**config.mk**
```make
export PLATFORM = sky130hd
export DESIGN_NAME = td4_sequencer
export DESIGN_NICKNAME = d
export VERILOG_FILES = /design/src/rtl/td4_pkg.sv /design/src/rtl/td4_op_decode.sv /design/src/rtl/td4_sequencer.sv
export SDC_FILE = /design/constraint.sdc
export NUM_CORES = 1
export LEC_CHECK = 0
export BUFFER_PORTS_ARGS = -buffer_cell sky130_fd_sc_hd__buf_2
export CAP_MARGIN = 20
export CORE_MARGIN = 2
export CORE_UTILIZATION = 54
export CTS_CLUSTER_SIZE = 14
export DETAILED_ROUTE_END_ITERATION = 12
export MAX_ROUTING_LAYER = met4
export PLACE_DENSITY_LB_ADDON = 0.3
export RECOVER_POWER = 25
export SLEW_MARGIN = 20
export SYNTH_ARGS = -nofsm -noshare
export SYNTH_HDL_FRONTEND = slang
export SYNTH_HIERARCHICAL = 1
export SYNTH_SLANG_ARGS = --single-unit
```
**constraint.sdc**
```tcl
create_clock -name clk -period 1.9 [get_ports clk]
set_input_delay 0 -clock clk [delete_from_list [all_inputs] [get_ports clk]]
set_output_delay 0 -clock clk [all_outputs]
set_load 0.05 [all_outputs]
```
**src/rtl/td4_pkg.sv**
```systemverilog
// ----------------------------------------------------------------------------
// td4_pkg
// Shared definitions for the TD4 multi-cycle control unit:
//   - opcode constants (upper nibble of the instruction word)
//   - sequencer state enumeration
//   - ALU source select encodings
//   - load-enable bit indices and one-hot load patterns
// ----------------------------------------------------------------------------
package td4_pkg;

  // Opcodes
  localparam logic [3:0] OP_ADD_A_IM = 4'b0000;
  localparam logic [3:0] OP_MOV_A_B  = 4'b0001;
  localparam logic [3:0] OP_IN_A     = 4'b0010;
  localparam logic [3:0] OP_MOV_A_IM = 4'b0011;
  localparam logic [3:0] OP_MOV_B_A  = 4'b0100;
  localparam logic [3:0] OP_ADD_B_IM = 4'b0101;
  localparam logic [3:0] OP_IN_B     = 4'b0110;
  localparam logic [3:0] OP_MOV_B_IM = 4'b0111;
  localparam logic [3:0] OP_OUT_B    = 4'b1001;
  localparam logic [3:0] OP_OUT_IM   = 4'b1011;
  localparam logic [3:0] OP_JNC      = 4'b1110;
  localparam logic [3:0] OP_JMP      = 4'b1111;

  // Sequencer states; ST_HALT is only reachable when illegal-opcode halting
  // is compiled in.
  typedef enum logic [1:0] {
    ST_FETCH  = 2'b00,
    ST_DECODE = 2'b01,
    ST_EXEC   = 2'b10,
    ST_HALT   = 2'b11
  } state_t;

  // ALU source select
  localparam logic [1:0] SEL_A    = 2'b00;
  localparam logic [1:0] SEL_B    = 2'b01;
  localparam logic [1:0] SEL_IN   = 2'b10;
  localparam logic [1:0] SEL_ZERO = 2'b11;

  // Load-enable bit indices
  localparam int LD_A   = 0;
  localparam int LD_B   = 1;
  localparam int LD_OUT = 2;
  localparam int LD_PC  = 3;

  // One-hot load patterns
  localparam logic [3:0] LOAD_NONE = 4'b0000;
  localparam logic [3:0] LOAD_A    = 4'b0001;
  localparam logic [3:0] LOAD_B    = 4'b0010;
  localparam logic [3:0] LOAD_OUT  = 4'b0100;
  localparam logic [3:0] LOAD_PC   = 4'b1000;

endpackage

```
**src/rtl/td4_op_decode.sv**
```systemverilog
// ----------------------------------------------------------------------------
// td4_op_decode
// Combinational opcode decoder used by the sequencer while in DECODE.
// Ports:
//   opcode  in  4  instruction opcode (IR upper nibble)
//   carry   in  1  current carry flag (value held before the coming EXEC)
//   load    out 4  one-hot load enables {PC, OUT, B, A}
//   sel     out 2  ALU source select
//   illegal out 1  opcode is undefined
// ----------------------------------------------------------------------------
module td4_op_decode
  import td4_pkg::*;
(
  input  logic [3:0] opcode,
  input  logic       carry,
  output logic [3:0] load,
  output logic [1:0] sel,
  output logic       illegal
);

  always_comb begin
    load    = LOAD_NONE;
    sel     = SEL_ZERO;
    illegal = 1'b0;
    case (opcode)
      OP_ADD_A_IM: begin load = LOAD_A;   sel = SEL_A;    end
      OP_MOV_A_B:  begin load = LOAD_A;   sel = SEL_B;    end
      OP_IN_A:     begin load = LOAD_A;   sel = SEL_IN;   end
      OP_MOV_A_IM: begin load = LOAD_A;   sel = SEL_ZERO; end
      OP_MOV_B_A:  begin load = LOAD_B;   sel = SEL_A;    end
      OP_ADD_B_IM: begin load = LOAD_B;   sel = SEL_B;    end
      OP_IN_B:     begin load = LOAD_B;   sel = SEL_IN;   end
      OP_MOV_B_IM: begin load = LOAD_B;   sel = SEL_ZERO; end
      OP_OUT_B:    begin load = LOAD_OUT; sel = SEL_B;    end
      OP_OUT_IM:   begin load = LOAD_OUT; sel = SEL_ZERO; end
      // Jump only when the flag from the previous instruction is clear.
      OP_JNC:      begin load = carry ? LOAD_NONE : LOAD_PC; sel = SEL_ZERO; end
      OP_JMP:      begin load = LOAD_PC;  sel = SEL_ZERO; end
      default:     begin illegal = 1'b1; end
    endcase
  end

endmodule

```
**src/rtl/td4_sequencer.sv**
```systemverilog
// ----------------------------------------------------------------------------
// td4_sequencer
// Fetch/decode/execute control unit for the parametrised TD4 core. Owns the
// program counter, instruction register and carry flag; fetches from program
// memory over a req/ack handshake and drives one-cycle load pulses, the ALU
// source select and the immediate into the datapath.
//
// Compile-time option:
//   TD4_SEQ_ILLEGAL_HALT_EN  defined  -> undefined opcodes enter HALT
//                            undefined-> undefined opcodes execute as NOP,
//                                        halted tied low
//
// Parameters:
//   DATA_W  register/immediate width (instruction = {opcode[3:0], imm})
//   ADDR_W  program counter width, must not exceed DATA_W
//
// Ports:
//   clk        in  1           rising-edge clock
//   n_reset    in  1           asynchronous active-low reset
//   imem_req   out 1           fetch request
//   imem_addr  out ADDR_W      fetch address (= pc)
//   imem_ack   in  1           fetch data valid, honoured only in FETCH
//   imem_data  in  4+DATA_W    instruction word
//   alu_carry  in  1           datapath adder carry-out
//   load       out 4           one-hot load enables {PC, OUT, B, A}
//   sel        out 2           ALU source select
//   imm        out DATA_W      immediate operand
//   pc         out ADDR_W      program counter
//   carry      out 1           registered carry flag
//   halted     out 1           HALT indicator
// ----------------------------------------------------------------------------
module td4_sequencer
  import td4_pkg::*;
#(
  parameter int DATA_W = 4,
  parameter int ADDR_W = 4
) (
  input  logic              clk,
  input  logic              n_reset,
  output logic              imem_req,
  output logic [ADDR_W-1:0] imem_addr,
  input  logic              imem_ack,
  input  logic [DATA_W+3:0] imem_data,
  input  logic              alu_carry,
  output logic [3:0]        load,
  output logic [1:0]        sel,
  output logic [DATA_W-1:0] imm,
  output logic [ADDR_W-1:0] pc,
  output logic              carry,
  output logic              halted
);

  localparam int INSTR_W = DATA_W + 4;

  generate
    if (ADDR_W > DATA_W) begin : g_param_check
      $error("td4_sequencer: ADDR_W (%0d) must not exceed DATA_W (%0d)", ADDR_W, DATA_W);
    end
  endgenerate

  state_t             state;
  logic [INSTR_W-1:0] ir;
  logic [3:0]         dec_load;
  logic [1:0]         dec_sel;
  logic               dec_illegal;

  td4_op_decode u_op_decode (
    .opcode  (ir[INSTR_W-1 -: 4]),
    .carry   (carry),
    .load    (dec_load),
    .sel     (dec_sel),
    .illegal (dec_illegal)
  );

  // The request is gated by reset so it is low while n_reset is asserted and
  // rises in the very first cycle after release.
  assign imem_req  = n_reset && (state == ST_FETCH);
  assign imem_addr = pc;
  assign imm       = ir[DATA_W-1:0];

`ifndef TD4_SEQ_ILLEGAL_HALT_EN
  logic illegal_unused;
  assign illegal_unused = dec_illegal;
  assign halted         = 1'b0;
`endif

  always_ff @(posedge clk or negedge n_reset) begin
    if (!n_reset) begin
      state  <= ST_FETCH;
      pc     <= '0;
      ir     <= '0;
      carry  <= 1'b0;
      load   <= LOAD_NONE;
      sel    <= SEL_A;
`ifdef TD4_SEQ_ILLEGAL_HALT_EN
      halted <= 1'b0;
`endif
    end else begin
      case (state)
        // ---- FETCH: wait for memory, capture instruction ----
        ST_FETCH: begin
          if (imem_ack) begin
            ir    <= imem_data;
            state <= ST_DECODE;
          end
        end

        // ---- DECODE: register controls for the single EXEC cycle ----
        ST_DECODE: begin
`ifdef TD4_SEQ_ILLEGAL_HALT_EN
          if (dec_illegal) begin
            state  <= ST_HALT;
            halted <= 1'b1;
          end else begin
            load  <= dec_load;
            sel   <= dec_sel;
            state <= ST_EXEC;
          end
`else
          // Undefined opcodes decode to LOAD_NONE and run as NOP.
          load  <= dec_load;
          sel   <= dec_sel;
          state <= ST_EXEC;
`endif
        end

        // ---- EXEC: controls visible for one cycle, commit PC/carry ----
        ST_EXEC: begin
          load <= LOAD_NONE;
          if (load[LD_PC]) begin
            // A taken jump leaves the flag untouched.
            pc <= ir[ADDR_W-1:0];
          end else begin
            pc    <= pc + ADDR_W'(1);
            carry <= alu_carry;
          end
          state <= ST_FETCH;
        end

        // ---- HALT: frozen until reset ----
        ST_HALT: begin
          state <= ST_HALT;
        end

        default: begin
          state <= ST_FETCH;
        end
      endcase
    end
  end

endmodule

```
# Yosys cells after proc, flatten, opt, wreduce, memory -nomap -nowiden
# Cells that the tools add are included.
dict set report totals {
  regBits 21
  inputBits 12
  output_inout_bits 21
  elab_cells 42
}
dict set report op_classes {
  add_sub_neg 1
  n_eq_ne 15
  n_mux 7
  bitwise_logic 1
  reduce_logical 12
}
# cell count
set op_table {}
lappend op_table {{$pmux 4 s5} 1}
lappend op_table {{$eq 4x3->1 const B} 4}
lappend op_table {{$eq 4x4->1 const B} 4}
lappend op_table {{$eq 4x2->1 const B} 2}
lappend op_table {{$mux 4} 2}
lappend op_table {{$pmux 2 s4} 1}
lappend op_table {{$pmux 4 s2} 1}
lappend op_table {{$reduce_or 4->1} 2}
lappend op_table {{$pmux 2 s3} 1}
lappend op_table {{$reduce_or 2->1} 3}
lappend op_table {{$add 4x1->4 const B} 1}
lappend op_table {{$eq 2x2->1 const B} 2}
lappend op_table {{$eq 4x1->1 const B} 1}
lappend op_table {{$logic_not 4->1} 1}
lappend op_table {{$reduce_and 2->1} 2}
lappend op_table {{$reduce_or 3->1} 1}
lappend op_table {{$eq 2x1->1 const B} 1}
lappend op_table {{$logic_not 2->1} 1}
lappend op_table {{$mux 2} 1}
lappend op_table {{$ne 2x2->1 const B} 1}
lappend op_table {{$reduce_bool 2->1} 1}
lappend op_table {{$logic_and 1x1->1} 1}
lappend op_table {{$not 1->1} 1}

# Depth between registers and ports, before layout
dict set report depth {
  ltp_word 4
  mapped_depth 5
  depth_no_buf 5
}

# Hierarchy
# The synthesis kept the hierarchy.
# module instances cells_each area_each_um2 seq_area_each_um2
set by_module_without_submodules {}
lappend by_module_without_submodules {td4_sequencer 1 90 1052.3 525.5}
lappend by_module_without_submodules {td4_op_decode 1 11 73.8 0.0}

# Worst setup path after synthesis
# Ideal clock, no wire load.
dict set report synth_timing {
  path_type {reg-to-reg}
  from {reg pc[0] (netlist: imem_addr[0])}
  to {reg pc[2] (netlist: imem_addr[2])}
  setup_ns 0.121
  arrival_ns 1.215
  required_time_ns 1.779
  setup_slack_ns 0.564
  path_stages_with_launch 4
  n_path_buf 0
  period_less_slack_ns 1.336
  cell_sequence {dfrtp_1 > ha_1 > o21ai_0 > a22o_1}
}
dict set report synth_via {
  elab_chain_cells 2
}
# element line_no
set synth_lines {}
lappend synth_lines {{start, declared} td4_sequencer.sv:48} ;# output logic [ADDR_W-1:0] pc,
lappend synth_lines {{start signal, assigned} td4_sequencer.sv:132} ;# pc <= ir[ADDR_W-1:0];
lappend synth_lines {{start signal, assigned} td4_sequencer.sv:134} ;# pc <= pc + ADDR_W'(1);
lappend synth_lines {{$add 4x1->4} td4_sequencer.sv:134}
lappend synth_lines {{$mux 4} td4_sequencer.sv:130} ;# if (load[LD_PC]) begin
# Every way passes these cells.
# A chain may end at the register's enable or synchronous reset.

# Final worst setup path
dict set report layout_timing {
  from {reg state[0]}
  to {out imem_req}
}
dict set report layout_via {
  elab_chain_cells 2
}
# element line_no
set layout_lines {}
lappend layout_lines {{start, declared} td4_sequencer.sv:61} ;# state_t state;
lappend layout_lines {{start signal, assigned} td4_sequencer.sv:89} ;# state <= ST_FETCH;
lappend layout_lines {{start signal, assigned} td4_sequencer.sv:104} ;# state <= ST_DECODE;
lappend layout_lines {{start signal, assigned} td4_sequencer.sv:123} ;# state <= ST_EXEC;
lappend layout_lines {{$logic_not 2->1} td4_sequencer.sv:77} ;# assign imem_req = n_reset && (state == ST_FETCH);
lappend layout_lines {{$logic_and 1x1->1} td4_sequencer.sv:77}
lappend layout_lines {{end, declared} td4_sequencer.sv:40} ;# output logic imem_req,
# Every way passes these cells.

==> flow_metrics.env <==
export IMPL_syn_nets=117
export IMPL_vias=790
export IMPL_detail_route_antenna_nets=0
export IMPL_first_pass_iters=4
export IMPL_reg2reg_depth=4
export IMPL_finalSetupViolations=0
export IMPL_worst_slew_margin_rel_pct=28.3
export IMPL_place_congestion=0.772
export IMPL_rsz0062_at_grt="false"
export IMPL_critPathKind="reg2out"
export IMPL_antenna_cells=0
export IMPL_worstPathRequired_ps=1900
export IMPL_grt_pass1_wl_um=3480
export IMPL_cts_resized=0
export IMPL_h_tree_depth=1
export IMPL_antenna_found_initial=0
export IMPL_reg2reg_from="state[0]"
export IMPL_maxCapViolCount=0
export IMPL_fin_setup_tns_ps=0
export IMPL_holdCritStartpoint="imem_ack"
export IMPL_gr_total_overflow=0
export IMPL_cts_buffers=3
export IMPL_ys_warnings_count=6
export IMPL_worstPathMaxFanout=4
export IMPL_grt_use_total_pct=19.4
export IMPL_seq_area_sq_um=526
export IMPL_clock_sinks=21
export IMPL_drc=0
export IMPL_viasPerCell=4.91
export IMPL_synth_cells=100
export IMPL_avgRoutedWirePerCell_um=12.6
export IMPL_start_util_pct=57.1
export IMPL_min_to="state[0]"
export IMPL_fp_dieArea_sq_um=2450
export IMPL_syn_avg_cell_area_sq_um=11.2
export IMPL_fillers=156
export IMPL_clock_latency_ps=310
export IMPL_tightest_slew_ps=1080
export IMPL_hp_class="in2reg"
export IMPL_hold_depth=3
export IMPL_drive_gt1_share_pct=38.8
export IMPL_pre_cts_slack_ps=490
export IMPL_cts_tree="done"
export IMPL_port_buffers=31
export IMPL_crit_chain="inv_1, ha_1, and2_2, buf_2"
export IMPL_row_count=16
export IMPL_path_clk_slew_ps=110
export IMPL_grt_max_degree=22
export IMPL_cts_buffer_depth=2
export IMPL_clock_skew_ps=3.01
export IMPL_drt_iter0_drc=9
export IMPL_die_x_um=49.5
export IMPL_cts_setup_buffers=0
export IMPL_end_kind="primary output"
export IMPL_first_global_vias=740
export IMPL_design_core_area_sq_um=1960
export IMPL_setup_slack_ps=381
export IMPL_area_growth_pct=21.0
export IMPL_hold_buffers=10
export IMPL_outcome="finished, final reports clean"
export IMPL_cp_arrival_ps=1520
export IMPL_min_period_over_period_pct=80.0
export IMPL_timing_rr_end="imem_addr[2]"
export IMPL_hpwlAfterDp_um=1440
export IMPL_drv_slew=0
export IMPL_hold_viol_final=0
export IMPL_drt_total_wl_um=2030
export IMPL_fp_dieH_um=49.5
export IMPL_multi_input_area_sq_um=484
export IMPL_syn_area_sq_um=1120
export IMPL_clockRootBuffer="clkbuf_4"
export IMPL_crit_slowest_cell="dfrtp_1"
export IMPL_cp_start_kind="flip-flop"
export IMPL_nNetsFinal=152
export IMPL_io_pins=33
export IMPL_cp_slowest_stage_delay_ps=430
export IMPL_rrSetupSlack_ps=470
export IMPL_period_needed_ps=1520
export IMPL_max_clock_freq_ghz=0.658
worst max-delay path by stage:
| stage | from | to | slack (ps) | depth (start not counted) |
|---|---|---|---|---|
| 3_5_place_dp | state[0] | imem_addr[2] | 490 | 4 |
| 4_1_cts | state[1] | imem_req | 380 | 4 |
| 3_3_place_gp | state[0] | imem_addr[2] | 540 | 4 |
| 6_report | state[0] | imem_req | 380 | 4 |
| 2_1_floorplan | imem_addr[0] | imem_addr[2] | 560 | 3 |
| 5_1_grt | state[0] | imem_addr[2] | 310 | 4 |
per-layer routing:
metal	GRT usage, %	wire length [um]	up-vias
li1	-	-	392
met1	25.1	911	370
met2	30.2	992	23
met3	3.03	85	5
met4	8.33	38	0
met5	-	0	-
through the flow:
step	hold slack [ps]	cell area, sq um	util [%]	instances
3_5_place_dp	10.8	1230	62.8	147
3_3_place_gp	8.82	1230	62.8	147
6_report	78.1	1360	69.1	161
2_1_floorplan	-296	1120	-	100
4_1_cts	65.0	1360	69.3	161
5_1_grt	94.2	1360	69.1	161
final cells by class:
class | instances | area share [%]
clock inverter | 1 | 0.369
multi-input combinational | 60 | 35.7
timing repair buffer | 42 | 19.0
tap | 27 | 2.49
sequential | 21 | 38.8
inverter | 7 | 1.94
clock buffer | 3 | 1.66
flip-flops by register name, summed over array words and instances (netlist names):
register / cells
sel: 2
imem_addr: 4
carry: 1
ir: 8
load: 4
state: 2
worst max-delay path: cells and delay by family, from the launching register on:
kind	cells	cell delay [ps]
adder cells (fa/ha/maj)	1	240
buffers and inverters	2	350
flip-flops	1	430
AND/OR/NAND/NOR	1	180
cells in the final DEF, fill, tap and decap left out, drive strengths merged, types with 2 or more instances in the layout:
master,instances
inv,7
nor2,6
nand2b,3
mux2,10
nand2,4
mux2i,2
a21oi,5
buf,30
ha,5
o21ai,9
dfrtp,21
dlygate4sd3,10
clkbuf,5
nand3b,5
Power is left out: the tool's default activity adds up to more than one toggle a clock period on the data nets, which glitch-free logic cannot reach.
